`src/rtl/instr_fetch_decode.sv`:
```
// Instruction fetch/decode front end.
// Fetches 16-bit instructions from IMEM over req/ack, holds them in an
// instruction register and presents decoded fields until the execution
// stage accepts them. An invalid opcode (13-15) halts the stage until reset.
// Optional build macro IFETCH_TIMEOUT_EN: halt when a fetch stays unanswered
// for TIMEOUT_CYCLES request cycles.
//
// state | meaning
// FETCH | request IMEM word at pc, wait for ack
// ISSUE | decoded instruction valid, wait for ex_ready_i
// HALT  | invalid opcode (or fetch timeout) seen, wait for reset

package simple_processor_pkg;
    parameter int ADDR_WIDTH = 8;
endpackage

module instr_fetch_decode #(
    parameter int                    ADDR_WIDTH     = simple_processor_pkg::ADDR_WIDTH,
    parameter int                    INSTR_WIDTH    = 16,
    parameter logic [ADDR_WIDTH-1:0] RESET_PC       = '0,
    parameter int                    TIMEOUT_CYCLES = 16
) (
    input  logic                   clk_i,
    input  logic                   arst_ni,
    output logic                   imem_req_o,
    output logic [ADDR_WIDTH-1:0]  imem_addr_o,
    input  logic [INSTR_WIDTH-1:0] imem_rdata_i,
    input  logic                   imem_ack_i,
    input  logic                   ex_ready_i,
    output logic                   valid_o,
    output logic [3:0]             func_o,
    output logic [2:0]             rd_addr_o,
    output logic [2:0]             rs1_addr_o,
    output logic [2:0]             rs2_addr_o,
    output logic [5:0]             imm_o,
    output logic                   rd_we_o,
    output logic [ADDR_WIDTH-1:0]  pc_o,
    output logic                   halt_o
);

    localparam logic [1:0] S_FETCH = 2'd0;
    localparam logic [1:0] S_ISSUE = 2'd1;
    localparam logic [1:0] S_HALT  = 2'd2;

    localparam logic [3:0] OP_STORE   = 4'd12;
    localparam logic [3:0] OP_MAX_VAL = 4'd12;

    logic [1:0]             state_q, state_d;
    logic [ADDR_WIDTH-1:0]  pc_q, pc_d;
    logic [INSTR_WIDTH-1:0] ir_q, ir_d;
    // Low for the first cycle after reset so the request starts one cycle late.
    logic                   req_en_q;
    logic                   fetch_timeout;

`ifdef IFETCH_TIMEOUT_EN
    localparam int WAIT_W = $clog2(TIMEOUT_CYCLES + 1);

    logic [WAIT_W-1:0] wait_cnt_q, wait_cnt_d;

    // Count request cycles without ack; cleared whenever we are not fetching.
    always_comb begin
        wait_cnt_d = '0;
        if (imem_req_o && !imem_ack_i) begin
            wait_cnt_d = wait_cnt_q + WAIT_W'(1);
        end
    end

    // The last allowed cycle is reached when TIMEOUT_CYCLES-1 misses are counted;
    // an ack in that cycle still completes the fetch.
    assign fetch_timeout = imem_req_o && !imem_ack_i &&
                           (wait_cnt_q == WAIT_W'(TIMEOUT_CYCLES - 1));

    // Wait counter register.
    always_ff @(posedge clk_i) begin
        if (!arst_ni) begin
            wait_cnt_q <= '0;
        end else begin
            wait_cnt_q <= wait_cnt_d;
        end
    end
`else
    // Timeout limit has no effect without the timeout build.
    logic unused_timeout;
    assign unused_timeout = ^TIMEOUT_CYCLES;
    assign fetch_timeout  = 1'b0;
`endif

    // Next-state, PC and instruction register update.
    always_comb begin
        state_d = state_q;
        pc_d    = pc_q;
        ir_d    = ir_q;
        case (state_q)
            S_FETCH: begin
                if (imem_req_o && imem_ack_i) begin
                    ir_d    = imem_rdata_i;
                    state_d = (imem_rdata_i[15:12] > OP_MAX_VAL) ? S_HALT : S_ISSUE;
                end else if (fetch_timeout) begin
                    state_d = S_HALT;
                end
            end
            S_ISSUE: begin
                if (ex_ready_i) begin
                    pc_d    = pc_q + ADDR_WIDTH'(1);
                    state_d = S_FETCH;
                end
            end
            S_HALT: begin
                state_d = S_HALT;
            end
            default: begin
                state_d = S_HALT;
            end
        endcase
    end

    // State registers with synchronous active-low reset.
    always_ff @(posedge clk_i) begin
        if (!arst_ni) begin
            state_q  <= S_FETCH;
            pc_q     <= RESET_PC;
            ir_q     <= '0;
            req_en_q <= 1'b0;
        end else begin
            state_q  <= state_d;
            pc_q     <= pc_d;
            ir_q     <= ir_d;
            req_en_q <= 1'b1;
        end
    end

    // Outputs decoded directly from state, PC and instruction register.
    always_comb begin
        imem_req_o  = (state_q == S_FETCH) && req_en_q;
        imem_addr_o = pc_q;
        valid_o     = (state_q == S_ISSUE);
        halt_o      = (state_q == S_HALT);
        func_o      = ir_q[15:12];
        rd_addr_o   = ir_q[11:9];
        rs1_addr_o  = ir_q[8:6];
        rs2_addr_o  = ir_q[5:3];
        imm_o       = ir_q[5:0];
        rd_we_o     = (state_q == S_ISSUE) && (ir_q[15:12] != OP_STORE);
        pc_o        = pc_q;
    end

endmodule

```
`config.mk`:
```
export PLATFORM = sky130hd
export DESIGN_NAME = instr_fetch_decode
export DESIGN_NICKNAME = d
export VERILOG_FILES = /design/src/rtl/instr_fetch_decode.sv
export SDC_FILE = /design/constraint.sdc
export NUM_CORES = 1
export LEC_CHECK = 0
export ABC_CLOCK_PERIOD_IN_PS = 1450
export BUFFER_PORTS_ARGS = -buffer_cell sky130_fd_sc_hd__buf_4
export CORE_MARGIN = 1.5
export CORE_UTILIZATION = 44
export DETAILED_ROUTE_END_ITERATION = 10
export GPL_ROUTABILITY_DRIVEN = 0
export GPL_TIMING_DRIVEN = 0
export PLACE_DENSITY_LB_ADDON = 0.12
export SETUP_SLACK_MARGIN = 0.5
export SLEW_MARGIN = 20
export SYNTH_ARGS = -nofsm -noshare
export SYNTH_HDL_FRONTEND = slang
export SYNTH_SLANG_ARGS = --single-unit
```
`constraint.sdc`:
```
create_clock -name clk_i -period 1.45 [get_ports clk_i]
set_input_delay 0.0725 -clock clk_i [delete_from_list [all_inputs] [get_ports clk_i]]
set_output_delay 0.0725 -clock clk_i [all_outputs]
set_load 0.05 [all_outputs]
```
==> metrics.md, run 1 <==
| Metric | Value |
|---|---|
| Most frequent cell after synthesis | `nand2_1` |
| Tool error | `[ERROR DPL-0038] Utilization greater than 100%, impossible to legalize` |
| CTS Sinks | `27` |
| Root Buffer | `clkbuf_4` |
| Synth Flop Type | `dfxtp_1` |
| GR repair worst EP | `ir_q[10]$_SDFFE_PN0P_/D` |
| Std cell rows | `18` |
| Placed cells | `~230` |
| Sequential fraction of the synthesis area | `between 40% and 50%` |
| Gate Count Post-Synth | `137` |
| Worst-path endpoint category | `register input` |
| H-tree lvl count | `1` |
| EDFF count, synth | `0` |
| Port bufs | `58` |
| Largest net degree at the start of global routing | `15` |
| Last stage reached | `global routing` |
| Dpl cell area | `approximately 1700 um^2` |
| Number of synthesized register bits | `27` |
| Synth top area share | `a little under half` |
| Area contributors post-synth | `dfxtp_1, nand2_1, a21oi_1` |
| DP HPWL | `slightly above 2000 um` |
| Clock buffer count from CTS | `3` |
| Run status | `aborted with a tool error` |
| Syn Area/Cell | `around 8.4 um^2` |
| Synth area leader | `dfxtp_1` |
| Warnings, synthesis | `0` |
| Die Ht | `around 54 um` |
| Die width | `approximately 54 um` |
| Yosys cell types | `29` |
| Starting Density | `46.67%` |
| Syn Std Cell Area | `between 1000 and 1500 um^2` |
| Clk buf depth | `2` |
| Mapped Nets | `roughly 160` |
| I/O pins | `59` |
| Synth async-reset ratio | `0%` |
| Top post-synthesis cells by count | `nand2_1, dfxtp_1, a21oi_1, buf_4, nor2_1` |
metrics by stage:
stage	utilization, %	hold WS [ps]	setup slack, ps
CTS	91.92	1.909	146.6
floorplan	-	100.2	190.8
global placement	69.44	193.1	150.7
detailed placement	69.44	195.9	78.33
timing repair:
action,4_1_cts
pin swaps,10
endpoints found under the hold margin,16
resized for setup,74
gates cloned,2
buffers inserted,14
setup endpoints to repair,54
hold buffers,15
cells by family after synthesis:
family                     after synthesis  synth area share (%)
buffers and inverters                   20                 11.04
DFF                                     27                 46.75
adders and majority gates                1                 1.082
AOI/OAI and AO/OA                       30                 14.29
muxes                                    1                0.8658
and+or+nand+nor                         56                 24.46
xor gates and xnor gates                 2                 1.515
==> inputs of run 2 (changes only) <==
--- a/config.mk
+++ b/config.mk
@@ -7,13 +7,12 @@
 export LEC_CHECK = 0
 export ABC_CLOCK_PERIOD_IN_PS = 1450
 export BUFFER_PORTS_ARGS = -buffer_cell sky130_fd_sc_hd__buf_4
-export CORE_MARGIN = 1.5
-export CORE_UTILIZATION = 44
+export CORE_AREA = 2 2 63 65
 export DETAILED_ROUTE_END_ITERATION = 10
+export DIE_AREA = 0 0 65 67
 export GPL_ROUTABILITY_DRIVEN = 0
 export GPL_TIMING_DRIVEN = 0
-export PLACE_DENSITY_LB_ADDON = 0.12
-export SETUP_SLACK_MARGIN = 0.5
+export PLACE_DENSITY_LB_ADDON = 0.15
 export SLEW_MARGIN = 20
 export SYNTH_ARGS = -nofsm -noshare
 export SYNTH_HDL_FRONTEND = slang
==> run 2 against run 1 <==
  * The run now ends clean
  * Synthesized area stayed put
  * Synthesized cell count is the same
==> metrics.md, run 2 <==
| Metric | Value |
|---|---|
| Mapped Nets | `between 150 and 200` |
| F_max | `roughly 750 MHz` |
| Clk buf depth | `2` |
| Die width | `between 60 and 70 um` |
| DP HPWL | `around 2200 um` |
| Run status | `finished clean` |
| Max-Cap Viols | `0` |
| Tot Pwr | `approximately 0.0015 W` |
| Commonest non-fill, non-tap cell in the layout | `buf_4` |
| N_diodes | `0` |
| CP max FO | `9` |
| RSZ-0062 raised after global routing | `false` |
| CTS tree | `done` |
| Worst skew pair latency | `260 ps` |
| Reg with most FFs | `ir_q` |
| Worst hold stages | `3` |
| Synth Flop Type | `dfxtp_1` |
| Number of global-route vias before repair | `roughly 1000` |
| EDFF count, synth | `0` |
| Layout cells sized above 1 | `between 40% and 50%` |
| Syn Std Cell Area | `~1200 um^2` |
| Port bufs | `58` |
| Fillers | `~370` |
| Clock buffer count from CTS | `3` |
| CP Launch Type | `flip-flop` |
| LEAKAGE | `between 0.8 and 0.9 nW` |
| Area contributors post-synth | `dfxtp_1, nand2_1, a21oi_1` |
| Pwr Density | `slightly below 900 nW/um^2` |
| Max_slew headroom | `69.98%` |
| Worst setup path startpoint | `state_q[0]` |
| Syn Area/Cell | `about 8.4 um^2` |
| Critical register-to-register path startpoint | `state_q[0]` |
| I/O pins | `between 50 and 60` |
| Endpoints failing setup | `0` |
| R2R setup slack | `around 110 ps` |
| Worst EP required | `~1700 ps` |
| Most frequent cell after synthesis | `nand2_1` |
| Slew Viols, Final | `0` |
| Warnings, synthesis | `0` |
| Synth top area share | `between 40% and 50%` |
| Aggregate routed wire length | `between 2000 and 3000 um` |
| WL per Instance | `between 10 and 15 um` |
| Starting Density | `between 30% and 40%` |
| Maximum VDD drop | `0.4317 mV` |
| DR pass1 iterations | `4` |
| Gr ovfl total | `0` |
| Nets | `approximately 230` |
| Remaining DRCs | `0` |
| H-tree lvl count | `1` |
| Commonest non-fill, non-tap cells in the layout | `buf_4, nand2_1, a21oi_1, dfxtp_1, dfxtp_2` |
| Via Count | `roughly 1100` |
| Post-route setup TNS | `0 ps` |
| Sequential share of power | `about half` |
| Final Hold Vio Count | `0` |
| Root Buffer | `clkbuf_8` |
| GRT Util Overall | `a little over an eighth` |
| Clock share of power | `27.0%` |
| Detailed Route Iter0 Violations | `between 40 and 50` |
| Top post-synthesis cells by count | `nand2_1, dfxtp_1, a21oi_1, buf_4, nor2_1` |
| Sw Pwr | `approximately 0.00044 W` |
| R2r worst-path depth | `4` |
| Crit path DAT | `1540 ps` |
| Crit path time final | `roughly 1300 ps` |
| Hold Crit Start | `imem_rdata_i[4]` |
| Worst reg2reg endpoint | `imem_addr_o[5]` |
| Synth async-reset ratio | `0%` |
| Number of synthesized register bits | `27` |
| Comb pwr share | `21.4%` |
| Tightest Pin Transition | `around 450 ps` |
| Worst Hold Class | `in -> reg` |
| Sequential fraction of the synthesis area | `between 40% and 50%` |
| Int Pwr | `between 0.001 and 0.0015 W` |
| Die Ht | `about 67 um` |
| First-pass GRT wire length | `4616 um` |
| Sink of the worst hold path | `ir_q[4]` |
| CP Class | `reg -> reg` |
| Final Cycle Share | `between 90% and 100%` |
| Clk_skew | `about 4.9 ps` |
| Area delta synth->final | `52.27%` |
| ANT nets after route | `0` |
| CTS Sinks | `27` |
| Sw Ratio | `between 20 and 30%` |
| Yosys cell types | `29` |
| Clock slew at reported path FFs | `roughly 90 ps` |
| Largest net degree at the start of global routing | `15` |
| Std cell rows | `22` |
| CP endpoint kind | `flip-flop` |
| Synth area leader | `dfxtp_1` |
| Gate Count Post-Synth | `around 140` |
| Max reg flops | `16` |
| Initial antenna violation count | `0` |
| Via density | `approximately 4.5` |
| Core Box Area | `~3600 um^2` |
| Full die area | `4355 um^2` |
## run 2: per-stage QoR
stage	util [%]	std cells	setup WS, ps	hold WS (ps)	instance area, um^2
after global placement	46.29	243	88.84	195.6	1669
after detailed placement	46.29	243	80.52	198.1	1669
after CTS	47.81	248	52.44	36.86	1724
after floorplan	-	137	12.53	100.2	1174
final	48.82	252	108.9	41.42	1760
after global routing	48.82	252	9.467	44.23	1760
## run 2: how the worst max path moves through the flow
stage,end,depth (start not counted)
after global placement,ir_q[1],6
after CTS,ir_q[6],6
final,imem_addr_o[5],4
after detailed placement,ir_q[6],6
after global routing,imem_addr_o[7],4
after floorplan,imem_addr_o[7],3
## run 2: per-layer routing
metal	wire, um	vias up	global-route usage (%)	share of wire (%)
met4	27	0	7.181	0.95
met1	1220	515	16.41	43
met3	206	2	2.196	7.3
met2	1386	41	23.32	49
li1	-	587	-	-
met5	0	-	0	0
## run 2: layout make-up
type / instances / area, um^2 / area share (%)
clock buffers: 4 / 45.04 / 2.559
repair buffers: 63 / 475.5 / 27.01
well taps: 48 / 60.06 / 3.412
plain buffers: 18 / 125.1 / 7.107
flip-flops and latches: 27 / 548.0 / 31.13
multi-input cells: 90 / 499.2 / 28.36
inverters: 2 / 7.507 / 0.4264
## run 2: critical path: stages, from the launching register on
cell,delay (ps)
dfxtp_1,320
buf_4,160
nand4b_4,130
or4_1,520
a21oi_1,150
## run 2: power groups by stage
stage / registers [W] / clock network, W / logic (W)
6_report: 0.000787 / 0.000413 / 0.000327
4_1_cts: 0.000788 / 0.000435 / 0.000322
3_3_place_gp: 0.000803 / 0 / 0.000316
2_1_floorplan: 0.000881 / 0 / 0.000125
5_1_grt: 0.000792 / 0.000465 / 0.000350
3_5_place_dp: 0.000805 / 0 / 0.000319
## run 2: kinds of logic after synthesis
family / synth area share, %
buffers and inverters: 11.04
XOR/XNOR: 1.515
flip-flops: 46.75
multiplexers: 0.8658
AND/OR/NAND/NOR: 24.46
AO/OA/AOI/OAI: 14.29
adder cells (fa/ha/maj): 1.082
## run 2: timing repair
action	CTS	global route
endpoints found under the hold margin	1	0
endpoints found under the setup margin	0	12
setup buffers	0	4
hold buffers	1	0
gates resized for setup	0	4
Note: power is estimated with default switching activity, not from simulation.
==> inputs of run 3 (changes only) <==
==> config.mk (replaced) <==
export PLATFORM = sky130hd
export DESIGN_NAME = instr_fetch_decode
export DESIGN_NICKNAME = d
export VERILOG_FILES = /design/src/rtl/instr_fetch_decode.sv
export SDC_FILE = /design/constraint.sdc
export NUM_CORES = 1
export LEC_CHECK = 0
export ABC_CLOCK_PERIOD_IN_PS = 1100
export BUFFER_PORTS_ARGS = -buffer_cell sky130_fd_sc_hd__buf_4
export CORE_AREA = 10 10 71 73
export DETAILED_ROUTE_END_ITERATION = 10
export DIE_AREA = 0 0 81 83
export GPL_ROUTABILITY_DRIVEN = 0
export GPL_TIMING_DRIVEN = 0
export PLACE_DENSITY_LB_ADDON = 0.15
export SLEW_MARGIN = 20
export SYNTH_ARGS = -nofsm -noshare
export SYNTH_HDL_FRONTEND = slang
export SYNTH_SLANG_ARGS = --single-unit
export TNS_END_PERCENT = 100
==> constraint.sdc (replaced) <==
create_clock -name clk_i -period 1.1 [get_ports clk_i]
set_input_delay 0.055 -clock clk_i [delete_from_list [all_inputs] [get_ports clk_i]]
set_output_delay 0.055 -clock clk_i [all_outputs]
set_load 0.05 [all_outputs]
==> run 3 against run 2 <==
  * The flow now finishes with violations (negative setup slack)
  * Clock-buffer cell count shrank 1
  * Sequential share of layout area is 2.8 points lower
  * Clock skew is 0.71 ps lower
  * Final cell count is 3.2% higher
  * Non-clock buffer count up 8
  * Critical path type is now reg -> out
  * Largest cell class unchanged
  * Largest power group unchanged
==> metrics.md, run 3 (synthesis results as in run 2) <==
| Metric | Value |
|---|---|
| Starting Density | `31.82%` |
| Clock share of power | `~28%` |
| Root Buffer | `clkbuf_8` |
| Final instance area | `between 2000 and 2500 um^2` |
| R2R setup slack | `-170 ps` |
| Worst EP required | `approximately 1000 ps` |
| Initial antenna violation count | `0` |
| Area delta synth->final | `76.08%` |
| Reg with most FFs | `ir_q` |
| Slew Viols, Final | `0` |
| Largest net degree at the start of global routing | `17` |
| Max-Cap Viols | `0` |
| Worst Hold Class | `in -> reg` |
| Run status | `finished, violations left` |
| Clk_skew | `around 4.2 ps` |
| Fillers | `346` |
| Pwr Density | `approximately 1000 nW/um^2` |
| Sink of the worst hold path | `state_q[1]` |
| Commonest non-fill, non-tap cells in the layout | `buf_4, nand2_1, a21oi_1, dfxtp_1, buf_6` |
| Commonest non-fill, non-tap cell in the layout | `buf_4` |
| Endpoints failing setup | `25` |
| N_diodes | `0` |
| Via Count | `approximately 1200` |
| Worst skew pair latency | `roughly 270 ps` |
| ANT nets after route | `0` |
| CP endpoint kind | `primary output` |
| CP Class | `reg -> out` |
| Clk buf depth | `2` |
| Post-route setup TNS | `-3013 ps` |
| Number of global-route vias before repair | `1173` |
| Final Hold Vio Count | `0` |
| WL per Instance | `approximately 14 um` |
| CP max FO | `8` |
| Die width | `81 um` |
| DP HPWL | `about 2700 um` |
| Nets | `roughly 230` |
| First-pass GRT wire length | `~5600 um` |
| Setup ws final | `-177.3 ps` |
| Gr ovfl total | `0` |
| Detailed Route Iter0 Violations | `39` |
| Die Ht | `between 80 and 90 um` |
| Sequential share of power | `~49%` |
| Dpl cell area | `approximately 1700 um^2` |
| LEAKAGE | `just over 0.9 nW` |
| Final hold slack | `approximately 2.8 ps` |
| DR pass1 iterations | `4` |
| Sw Pwr | `0.0006466 W` |
| F_max | `roughly 800 MHz` |
| CP Launch Type | `flip-flop` |
| Comb pwr share | `between 20% and 30%` |
| Sw Ratio | `a little under a third` |
| Remaining DRCs | `0` |
| Worst reg2reg endpoint | `imem_addr_o[6]` |
| Maximum VDD drop | `between 0.6 and 0.7 mV` |
| Max_slew headroom | `about three fifths` |
| Crit path DAT | `around 1200 ps` |
| Max reg flops | `16` |
| Full die area | `about 6700 um^2` |
| H-tree lvl count | `1` |
| Clock buffer count from CTS | `3` |
| Clock slew at reported path FFs | `90 ps` |
| RSZ-0062 raised after global routing | `true` |
| CTS Sinks | `27` |
| Final Cycle Share | `116.1%` |
| R2r worst-path depth | `4` |
| GRT Util Overall | `under 10%` |
| Int Pwr | `between 0.001 and 0.0015 W` |
| Tightest Pin Transition | `approximately 600 ps` |
| Via density | `approximately 4.6` |
| I/O pins | `59` |
| CTS tree | `done` |
| Core Box Area | `between 3000 and 4000 um^2` |
| Violated checks | `negative setup slack` |
| Crit path time final | `approximately 1300 ps` |
| Critical register-to-register path startpoint | `imem_addr_o[1]` |
| Worst hold stages | `2` |
| Port bufs | `just under 60` |
| Aggregate routed wire length | `around 3700 um` |
| Layout cells sized above 1 | `between 50% and 60%` |
| Std cell rows | `22` |
| Final core utilization | `a little under three fifths` |
| Hold Crit Start | `arst_ni` |
run 3: cell count changes in the layout (fill, tap and decap cells not counted), sizes merged:
| cell | change |
|---|---|
| buf | +8 |
| clkbuf | -1 |
| inv | +1 |
run 3: timing repair:
item / CTS / global route
hold buffers: 1 / 0
resized for setup: 20 / 27
gates cloned: 1 / 0
setup buffers: 9 / 3
endpoints found under the hold margin: 1 / 0
setup endpoints to repair: 28 / 32
pin swaps: 2 / 12
run 3: per-layer routing:
layer,track usage (%),routed length (um),up-vias
li1,-,-,606
met1,10.74,1441,553
met2,17.51,1908,34
met3,3.987,323,2
met4,2.347,17,0
met5,0,0,-
run 3: critical path: stages (launching register included):
cell and delay, ps:
dfxtp_4 390, nand2b_1 220, a31oi_4 180, buf_8 170
run 3: worst max path at each step:
stage / end / cells past startpoint / slack, ps / startpoint
floorplan: imem_addr_o[4] / 4 / -160 / imem_addr_o[1]
global placement: ir_q[6] / 6 / -220 / state_q[0]
detailed placement: ir_q[1] / 6 / -290 / state_q[0]
CTS: imem_addr_o[6] / 4 / -190 / imem_addr_o[0]
global route: imem_addr_o[6] / 4 / -300 / imem_addr_o[0]
finish: rd_we_o / 3 / -180 / state_q[1]
run 3: final cells by class:
| type | count | area [um^2] | area share, % |
|---|---|---|---|
| repair buffers | 72 | 610.6 | 29.99 |
| multi-input cells | 90 | 598.1 | 29.38 |
| well taps | 48 | 60.06 | 2.950 |
| inverters | 2 | 7.507 | 0.3688 |
| clock inverters | 1 | 6.256 | 0.3073 |
| plain buffers | 17 | 135.1 | 6.638 |
| flip-flops and latches | 27 | 576.8 | 28.33 |
| clock buffers | 3 | 41.29 | 2.028 |
run 3: power by group through the flow:
stage               Combinational (W)  Clock, W  Sequential [W]
floorplan                    0.000172         0         0.00115
global placement             0.000429         0         0.00104
detailed placement           0.000434         0         0.00105
CTS                          0.000460  0.000595         0.00103
global route                 0.000520  0.000626         0.00103
finish                       0.000490  0.000580         0.00103
run 3: stage by stage:
step | cells | power, W | setup WS [ps]
final | 260 | 0.002098 | -177.3
after global routing | 260 | 0.002180 | -302.8
after CTS | 257 | 0.002084 | -193.6
after detailed placement | 243 | 0.001481 | -291.6
after global placement | 243 | 0.001473 | -219.8
after floorplan | 137 | 0.001320 | -159.2
